--- src/rtl/parking_pkg.sv ---
// Shared constants and FSM encoding for the parking-lot entry/exit paths.
package parking_pkg;
  localparam int NUM_SPOTS = 8;
  localparam int ID_W = 3;

  typedef enum logic [1:0] {
    IDLE,
    ALLOC,
    GRANT,
    RELEASE
  } state_t;

  function automatic logic [ID_W:0] popcount(
    input logic [NUM_SPOTS-1:0] v
  );
    logic [ID_W:0] c;
    c = '0;
    for (int i = 0; i < NUM_SPOTS; i++) begin
      c = c + {{ID_W{1'b0}}, v[i]};
    end
    return c;
  endfunction
endpackage

--- src/rtl/free_spot_encoder.sv ---
// Lowest-zero priority encoder: picks the lowest free spot index.
module free_spot_encoder
  import parking_pkg::*;
(
  input  logic [NUM_SPOTS-1:0] occupancy,
  output logic [ID_W-1:0]      index,
  output logic                 any_free
);
  always_comb begin
    index = '0;
    // Scan downward so the lowest free index wins.
    for (int i = NUM_SPOTS - 1; i >= 0; i--) begin
      if (!occupancy[i]) begin
        index = ID_W'(i);
      end
    end
  end

  assign any_free = ~&occupancy;
endmodule

--- src/rtl/entry_parking_lot.sv ---
// Entry-gate allocator: grants lowest free spot, tracks exits and occupancy.
// Optional PARK_STATS_EN adds total_entries / total_rejects counters.
module entry_parking_lot
  import parking_pkg::*;
(
  input  logic                 clk,
  input  logic                 rst,
  input  logic                 enter_req,
  output logic                 enter_ack,
  output logic [ID_W-1:0]      park_number,
  input  logic                 exit_valid,
  input  logic [ID_W-1:0]      exit_number,
  output logic                 exit_err,
  output logic [NUM_SPOTS-1:0] occupancy,
  output logic [ID_W:0]        free_count,
`ifdef PARK_STATS_EN
  output logic                 full,
  output logic [15:0]          total_entries,
  output logic [15:0]          total_rejects
`else
  output logic                 full
`endif
);
  state_t                 state_q;
  state_t                 state_d;
  logic [ID_W-1:0]        idx_q;
  logic [ID_W-1:0]        park_q;
  logic [NUM_SPOTS-1:0]   occ_q;
  logic [NUM_SPOTS-1:0]   occ_d;
  logic [NUM_SPOTS-1:0]   grant_set;
  logic [NUM_SPOTS-1:0]   exit_clr;
  logic                   exit_err_q;
  logic                   exit_hit;
  logic [ID_W-1:0]        enc_idx;
  logic                   any_free;

  free_spot_encoder u_enc (
    .occupancy (occ_q),
    .index     (enc_idx),
    .any_free  (any_free)
  );

  always_comb begin
    state_d = state_q;
    unique case (state_q)
      IDLE:    if (enter_req && any_free) state_d = ALLOC;
      ALLOC:   state_d = GRANT;
      GRANT:   state_d = RELEASE;
      RELEASE: if (!enter_req) state_d = IDLE;
      default: state_d = IDLE;
    endcase
  end

  assign enter_ack   = (state_q == GRANT);
  assign park_number = enter_ack ? idx_q : park_q;
  assign exit_hit    = exit_valid && occ_q[exit_number];
  assign exit_clr    = exit_hit ? (NUM_SPOTS'(1) << exit_number) : '0;
  assign grant_set   = enter_ack ? (NUM_SPOTS'(1) << idx_q) : '0;
  assign occ_d       = (occ_q & ~exit_clr) | grant_set;

  assign occupancy  = occ_q;
  assign exit_err   = exit_err_q;
  assign full       = ~any_free;
  assign free_count = (ID_W + 1)'(NUM_SPOTS) - popcount(occ_q);

  always_ff @(posedge clk) begin
    if (rst) begin
      state_q    <= IDLE;
      idx_q      <= '0;
      park_q     <= '0;
      occ_q      <= '0;
      exit_err_q <= 1'b0;
    end else begin
      state_q    <= state_d;
      occ_q      <= occ_d;
      exit_err_q <= exit_valid && !occ_q[exit_number];
      if (state_q == ALLOC) idx_q <= enc_idx;
      if (enter_ack) park_q <= idx_q;
    end
  end

`ifdef PARK_STATS_EN
  always_ff @(posedge clk) begin
    if (rst) begin
      total_entries <= '0;
      total_rejects <= '0;
    end else begin
      if (enter_ack && total_entries != 16'hFFFF)
        total_entries <= total_entries + 16'd1;
      if (state_q == IDLE && enter_req && !any_free &&
          total_rejects != 16'hFFFF)
        total_rejects <= total_rejects + 16'd1;
    end
  end
`endif
endmodule
--- config.mk ---
export PLATFORM = sky130hd
export DESIGN_NAME = entry_parking_lot
export DESIGN_NICKNAME = d
export VERILOG_FILES = /design/src/rtl/parking_pkg.sv /design/src/rtl/free_spot_encoder.sv /design/src/rtl/entry_parking_lot.sv
export SDC_FILE = /design/constraint.sdc
export NUM_CORES = 1
export LEC_CHECK = 0
export ABC_AREA = 1
export CORE_UTILIZATION = 52
export CTS_BUF_LIST = sky130_fd_sc_hd__clkbuf_8
export CTS_CLUSTER_DIAMETER = 80
export DETAILED_ROUTE_END_ITERATION = 7
export PLACE_DENSITY = 0.81
export SKIP_LAST_GASP = 1
export SLEW_MARGIN = 0
export SYNTH_ARGS = -nofsm -noshare
export SYNTH_HDL_FRONTEND = slang
export SYNTH_SLANG_ARGS = --single-unit
--- constraint.sdc ---
create_clock -name clk -period 3.21 [get_ports clk]
set_clock_uncertainty 0.05 [all_clocks]
set_input_delay 0.321 -clock clk [delete_from_list [all_inputs] [get_ports clk]]
set_output_delay 0.321 -clock clk [all_outputs]
set_load 0.005 [all_outputs]
; ---- After elaboration in Yosys (flattened, before gate mapping)
; Index checks and enable logic that the tools add are counted.
; W data, S select, Z words.
[word_totals]
inputBits = 7
output_inout_bits = 18
word_cells = 48
regBits = 17
[op_classes]
n_shift = 2
n_lt_le_gt_ge = 1
eq_ne = 5
bitwise_logic = 3
n_addsub = 8
n_mux = 16
reduce_logical = 8
[ops]
columns = cell, count
row1 = $mux W3, 9
row2 = $add A4 B1 Y4, 4
row3 = $mux W8, 2
row4 = $shl A1 B3 Y8 const A, 2
row5 = $and A8 B8 Y8, 1
row6 = $not A8 Y8, 1
row7 = $or A8 B8 Y8, 1
row8 = $pmux W2 S4, 1
row9 = $reduce_and A8 Y1, 1
row10 = $add A3 B1 Y4, 1
row11 = $eq A2 B2 Y1 const B, 2
row12 = $lt A3 B4 Y1 const B, 1
row13 = $mux W2, 2
row14 = $ne A2 B2 Y1 const B, 2
row15 = $sub A4 B4 Y4 const A, 1
row16 = $add A2 B1 Y3, 1
row17 = $bmux W1 S3, 1
row18 = $logic_and A1 B1 Y1, 3
row19 = $add A1 B1 Y2, 1
row20 = $eq A2 B1 Y1 const B, 1
row21 = $logic_not A1 Y1, 2
row22 = $logic_not A2 Y1, 1
row23 = $reduce_and A2 Y1, 1
row24 = $mux W1, 1

; ---- Depth between registers and ports, before layout
[depth]
ltp_word = 8
ltp_mapped = 8
ltp_nobuf = 8

; ---- Modules after synthesis
; Synthesis repeated with hierarchy kept, for this count alone.
[unflattened]
cells_unflattened = 170
area_unflattened_um2 = 1209.9
[by_module_without_submodules]
columns = mod, seq_area_each_um2, n_inst, cells_per_inst, area_per_inst_um2
row1 = entry_parking_lot, 340.3, 1, 152, 1131.1
row2 = free_spot_encoder, 0.0, 1, 18, 78.8

; ---- Worst setup path before layout
; No wires, ideal clock.
[synth_timing]
path_type = reg2out
from = register occ_q[4], in the netlist occupancy[4]
to = output port free_count[2]
path_stages_with_launch = 9
setup_slack_ns = 0.456
t_arrival_ns = 2.383
required_ns = 2.839
path_buffers = 0
path_cell_list = dfxtp_1 > inv_1 > fa_1 > ha_1 > inv_1 > fa_1 > fa_1 > inv_1 > ha_1
[synth_between]
elab_chain_len = 5
[synth_lines]
columns = item, line
row1 = from (decl), entry_parking_lot.sv:28  ; logic [NUM_SPOTS-1:0] occ_q;
row2 = from (signal assigned), entry_parking_lot.sv:71  ; occ_q <= '0;
row3 = from (signal assigned), entry_parking_lot.sv:75  ; occ_q <= occ_d;
row4 = $add A4 B1 Y4 (4 in a row), parking_pkg.sv:19  ; c = c + {{ID_W{1'b0}}, v[i]};
row5 = $sub A4 B4 Y4, entry_parking_lot.sv:64  ; assign free_count = (ID_W + 1)'(NUM_SPOTS) - popcount(occ_q);
row6 = to (decl), entry_parking_lot.sv:15  ; output logic [ID_W:0] free_count,
; Every way passes these cells.

; ---- Worst setup path after layout
[layout_timing]
from = register occ_q[6], in the netlist occupancy[6]
to = output port free_count[1]
[layout_between]
elab_chain_len = 3
[layout_lines]
columns = item, line
row1 = $add A4 B1 Y4 (2 in a row), parking_pkg.sv:19
row2 = $sub A4 B4 Y4, entry_parking_lot.sv:64
; Every way passes these cells.

==> impl_metrics.ini <==
[worst_setup_path]
path_class = flip-flop to output port
crit_path_start_kind = flip-flop
critPathCaptureType = output port
crit_fanout = 2
worstPathRequired_ns = 2.84
crit_arrival_ns = 2.68

[logic_synthesis]
ys_types = 22
seq_area_frac_synth = 0.2897
synth-seq-cells = 17
synth_cells = 169
ys_warn_count = 0
synth_nets = 190
netlist_area_mm2 = 0.001175
syn_avg_cell_area_um2 = 6.952

[sta]
post-route-period-util = 0.9492
drv_slew = 0
worst_slew_pin_slew_ns = 0.4725
slew_headroom = 0.6840
min_period_ns = 3.047
maxClockFrequency_mhz = 328.2
finalHoldViolations = 0
finalSetupViolations = 0
layout_setup_ws_ns = 0.1631
rsz0062_at_grt = false

[cts]
worstSkewPairLatency_ns = 0.26
postCtsSetupBuffers = 0
clock_path_buffers = 2
cts_root_buffer = clkbuf_8
h-tree-depth = 1
cts_hold_buf = 0
cts_tree = yes
clk_pin_slew_ns = 0.07
cts_made_buffers = 3
cts_sinks = 17

[drt]
wl_mm = 2.778
drt.antenna.violating_nets = 0
first_iter_violations = 27
routedWlPerCell_um = 12.35
vias_per_cell = 5.187
firstDrtPassIters = 5
vias = 1167
drc = 0

[final_layout]
area_delta_synth_final_pct = 28.97
final_cell_mix = nand2_1 (48), inv_1 (26), clkdlybuf4s50_1 (21)
diodes = 0
layout-drive-gt1-share = 0.1162
final_cells = 225
nNetsFinal = 220
layout_commonest_cell = nand2_1
fin_util = 0.7420

[power]
finalPower_uw = 819.4
powerDensity_mw_per_mm2 = 540.8
ir_drop_v = 0.0004155
p_leak_uw = 0.0006910

[die]
die_height_um = 49.53
fp.coreArea_mm2 = 0.002042
num_rows = 16
die_area_mm2 = 0.002453
die_w_um = 49.53
start_util = 0.5754
ios = 25

[global_route]
antenna_found_initial = 0
grt_max_degree = 14
globalRouteOverflowTotal = 0
grt_pass1_wl_mm = 4.671
grt_usage = 0.2482
grt_pass1_vias = 1100

[placement]
post-place-ws_ns = 0.05007
hpwl_mm = 2.181
place_congestion = 0.8683
io_buffers = 24
dp.cells = 221

[job]
drv_cap = 0

[run_status]
status = finished clean

[hold_path]
hp-class = flip-flop to flip-flop
## what timing repair did
item / 4_1_cts / 5_1_grt
gates resized for setup: 6 / 3
pin swaps: 1 / 4
gates cloned: 0 / 0
endpoints found under the setup margin: 3 / 1
## per-stage QoR
step           hold WS [ns]  setup TNS, ns  area [um2]
6_report             0.4270              0        1515
3_3_place_gp         0.4071              0        1463
2_1_floorplan        0.3401              0        1175
4_1_cts              0.4293      -0.003648        1510
5_1_grt              0.4542              0        1515
3_5_place_dp         0.4182              0        1463
## flip-flops by register name (all words and copies together) (netlist names)
name and count:
exit_err 1, idx_q 3, occupancy 8, park_q 3, state_q 2
## cell usage after synthesis
cell type | n | share of area
a21oi_1 | 17 | 0.072
a21oi_2 | 1 | 0.0075
a31o_2 | 1 | 0.0075
buf_2 | 1 | 0.0043
buf_6 | 1 | 0.0096
clkbuf_1 | 2 | 0.0064
clkinv_1 | 1 | 0.0032
dfxtp_1 | 17 | 0.29
fa_1 | 4 | 0.068
ha_1 | 10 | 0.11
inv_1 | 26 | 0.083
inv_2 | 2 | 0.0064
nand2_1 | 48 | 0.15
nand2_2 | 2 | 0.011
nand3_1 | 4 | 0.017
nand3_2 | 2 | 0.017
nand4_1 | 8 | 0.043
nor2_1 | 10 | 0.032
nor3_1 | 3 | 0.013
nor3_4 | 1 | 0.014
o21ai_0 | 7 | 0.030
o31ai_1 | 1 | 0.0064
## final cells by class
type / count / area [um2]
sequential: 17 / 344.1
tap: 27 / 33.78
clock buffer: 3 / 41.29
multi-input combinational: 119 / 706.9
fill: 170 / 526.8
inverter: 29 / 108.9
clock inverter: 1 / 5.005
timing repair buffer: 29 / 275.3
## worst paths after layout
check | start | endpoint | slack [ns] | cells past startpoint
setup / recovery | occupancy[6]$_SDFF_PP0_ | free_count[1] | 0.16 | 8
hold / removal | park_q[2]$_SDFF_PP0_ | park_q[2]$_SDFF_PP0_ | 0.43 | 2
setup reg to reg | state_q[0]$_SDFFE_PP0P_ | occupancy[3]$_SDFF_PP0_ | 1.74 | 6
hold reg to reg | park_q[2]$_SDFF_PP0_ | park_q[2]$_SDFF_PP0_ | 0.43 | 2
## worst max-delay path, stage by stage (launching register included)
cell	delay, ns
dfxtp_2	0.33
inv_1	0.06
fa_1	0.54
ha_2	0.17
inv_1	0.05
fa_1	0.47
fa_2	0.53
inv_1	0.03
dlygate4sd2_1	0.25
## where the power goes
part	total [uW]	leakage [uW]	internal, uW	switching [uW]
combinational	360	0.000526	172	188
sequential	298	0.000140	253	45.0
clock	161	0.0000255	86.2	75.2
## per-layer routing
metal / routed length (um) / vias up / track usage
li1: - / 598 / -
met1: 1257 / 538 / 0.3179
met2: 1355 / 31 / 0.4279
met3: 165 / 0 / 0.05247
met4: 0 / 0 / 0.04762
met5: 0 / - / 0
## logic make-up after synthesis
| group | synth area share |
|---|---|
| buf+inv | 0.1129 |
| compound gates | 0.1235 |
| simple gates | 0.2993 |
| fa+ha+maj | 0.1747 |
| flops | 0.2897 |
(Power assumes the default switching activity.)
==> variant 1: new RTL, same flow settings <==
Change the package constant `ID_W` from 3 to 6.
--- a/src/rtl/parking_pkg.sv
+++ b/src/rtl/parking_pkg.sv
@@ -1,7 +1,7 @@
 // Shared constants and FSM encoding for the parking-lot entry/exit paths.
 package parking_pkg;
   localparam int NUM_SPOTS = 8;
-  localparam int ID_W = 3;
+  localparam int ID_W = 6;
 
   typedef enum logic [1:0] {
     IDLE,
Ports: changed (resized exit_number, free_count and park_number); port bits go from 25 to 34. No check against the original RTL was run, so the function may have changed too.
==> variant 1 against the original RTL <==
- total power up 29%
- final area rose by 23%
- sequential power increased by 11%
- clock power grew 60%
- worst setup slack got worse by 0.091 ns
- largest power group unchanged
- die area is 16% higher
- global-route usage increased by 0.96 points
- sequential cell count grew 3
- wire length is 23% higher
- first-iteration DRC count up 56%
- area after synthesis grew 16%
- register-to-register slack worse by 0.22 ns
==> variant 1: results (changes against the original RTL) <==
detailed_routing:
  drt_first_pass_iters: 4  # -1
  first_iter_violations: 42  # +56%
synth:
  ys_types: 24  # +9.1%
  synth_area_leaders: "dfxtp_1, ha_1, nand2_1, inv_1, a21oi_1"
  synth-compound-area-share_pct: 9.62  # -2.7 points
final_layout:
  stdcell_count: 260  # +16%
  buffers: 40  # +38%
  buffer_area_share_pct: 20.3  # +2.1 points
  clock_cell_area_share_pct: 3.81  # +0.76 points
  layout.nets: 259  # +18%
  seq_share_pct: 21.7  # -0.97 points
  multi_input_cells: 134  # +13%
power:
  comb_power_mw: 0.468  # +30%
  p_leak_nw: 0.846  # +22%
  p_clk_mw: 0.257  # +60%
  p_clk_share_pct: 24.3  # +4.6 points
  vdd_drop_max_mv: 0.477  # +15%
sta:
  slew_headroom_pct: 62.5  # -5.9 points
  layout_setup_ws_ns: 0.0726  # -0.0905 ns
  hold_slack_ns: 0.388  # -0.0390 ns
critical_path:
  crit_end: "free_count[2]"
  r2r_slack_ns: 1.52  # -0.22 ns
  slowest_stage: "fa_2"
  reg2reg_to: "occupancy[2]$_SDFF_PP0_"
  path_max_fanout: 4  # +2
clock_network:
  post_cts_resized: 16  # +10
  post-cts-setup-buffers: 1  # +1
placed_design:
  pre_cts_slack_ns: 0.0205  # -0.0295 ns
hold_path:
  worstHoldEndpoint: "park_q[5]$_SDFF_PP0_"
global_route:
  grt_pass1_wl_microns: 5280  # +13%
  grt_use_total_pct: 25.8  # +0.96 points
status:
  outcome: "finished clean"
variant 1: changes by cell type in the layout (fill, tap and decap cells not counted), moves of 4 or more:
| cell | delta |
|---|---|
| inv_2 | +7 |
| nor2_1 | +8 |
| buf_4 | +4 |
| inv_1 | -4 |
| o21ai_0 | -4 |
| nand4_1 | +4 |
| clkdlybuf4s50_1 | +7 |
| nand2_1 | -5 |
variant 1: metal layers:
metal / share of wire (%) / track usage, %
met2: 49 / 44.4
met1: 45 / 34.2
met4: 0.94 / 6.58
met5: 0 / 0
met3: 5.3 / 2.01
variant 1: per-stage QoR:
stage | setup TNS [ns] | area [sq um] | utilization (%)
final | 0 | 1870 | 75.5
after global routing | -0.0456 | 1870 | 75.5
after CTS | -0.00194 | 1860 | 74.9
after detailed placement | 0 | 1750 | 70.6
after global placement | 0 | 1750 | 70.6
after floorplan | 0 | 1370 | -
==> variant 2: new RTL, config.mk and constraints unchanged <==
Made on the original files. The 4 states of `state_t` get a one-hot encoding in 4 bits.
--- a/src/rtl/parking_pkg.sv
+++ b/src/rtl/parking_pkg.sv
@@ -3,11 +3,11 @@
   localparam int NUM_SPOTS = 8;
   localparam int ID_W = 3;
 
-  typedef enum logic [1:0] {
-    IDLE,
-    ALLOC,
-    GRANT,
-    RELEASE
+  typedef enum logic [3:0] {
+    IDLE    = 4'b0001,
+    ALLOC   = 4'b0010,
+    GRANT   = 4'b0100,
+    RELEASE = 4'b1000
   } state_t;
 
   function automatic logic [ID_W:0] popcount(
Check against the original RTL: same outputs for any inputs over 10 cycles, from zero or initial values and one cycle with rst high; not proved beyond that.
==> variant 2 against the original RTL <==
- worst setup slack got worse by 0.021 ns
- utilization fell by 3.3 points
- area after synthesis rose by 4.9%
- sequential cell count rose by 2
- critical path depth rose by 1
- wire length rose by 6.7%
- final area rose by 4.5%
- synthesized cell count rose by 2.4%
- critical path type unchanged
- highest routed layer is now met4
Power is not compared: it rests on default switching activity, and its combinational part moved more than twofold at a synthesized area within 25%.
==> variant 2: results (changes against the original RTL) <==
critical_path:
  setup.worst_path.start: "occupancy[1]$_SDFF_PP0_"
  r2r_slack_ns: 1.69  # -0.05 ns
  reg2reg_to: "idx_q[2]$_SDFFE_PP0N_"
  reg2reg_depth: 5  # -1
  r2r_start: "state_q[3]$_SDFFE_PP0P_"
synth:
  ys_top_cells_by_count: "nand2_1, inv_1, dfxtp_1"
  synth.avg_cell_area_sq_um: 7.12  # +2.5%
  synth_area_leaders: "dfxtp_1, nand2_1, inv_1, fa_1, a21oi_2"
  ys_types: 29  # +32%
  syn_nets: 189  # -0.53%
  synth_fa_ha_area_share_pct: 11.6  # -5.9 points
clock_network:
  post_cts_resized: 8  # +2
sta:
  slew_headroom_pct: 43.2  # -25 points
  timing.fmax_mhz: 326  # -0.68%
  hold_slack_ns: 0.421  # -0.00613 ns
placed_design:
  pre_cts_slack_ns: 0.0374  # -0.0127 ns
  hpwl_microns: 2260  # +3.7%
  dpl-instance-area_sq_mm: 0.00153  # +4.6%
  place_congestion: 0.870  # +0.23%
  placed_cells: 226  # +2.3%
detailed_routing:
  drt_first_pass_iters: 4  # -1
  vias: 1163  # -0.34%
  drt_wl_total_microns: 2960  # +6.7%
status:
  outcome: "finished clean"
global_route:
  grt_max_degree: 20  # +6
final_layout:
  layout.nets: 219  # -0.45%
variant 2: cell count changes in the layout (fill, tap and decap cells not counted), moves of 5 or more:
cell / before / now
a21oi_1: 17 / 5
a21oi_2: 1 / 8
ha_1: 9 / 4
nand2_1: 48 / 43
nor2_1: 10 / 17
variant 2: cell type report:
type                       instances  area [sq um]
fill                             198           651
tap                               28          35.0
inverter                          30           115
multi-input combinational        119           719
timing repair buffer              30           283
sequential                        19           384
clock buffer                       3          41.3
clock inverter                     1          5.00
variant 2: kinds of logic after synthesis:
| family | after synthesis |
|---|---|
| adder cells (fa/ha/maj) | 9 |
| flip-flops | 19 |
| buffers and inverters | 35 |
| AND/OR/NAND/NOR | 85 |
| AO/OA/AOI/OAI | 25 |
variant 2: routing by layer:
layer / up-vias / wire length, microns / GRT usage, %
li1: 608 / - / -
met1: 529 / 1340 / 32.2
met2: 24 / 1500 / 47.6
met3: 2 / 106 / 5.76
met4: 0 / 10 / 4.63
met5: - / 0 / 0
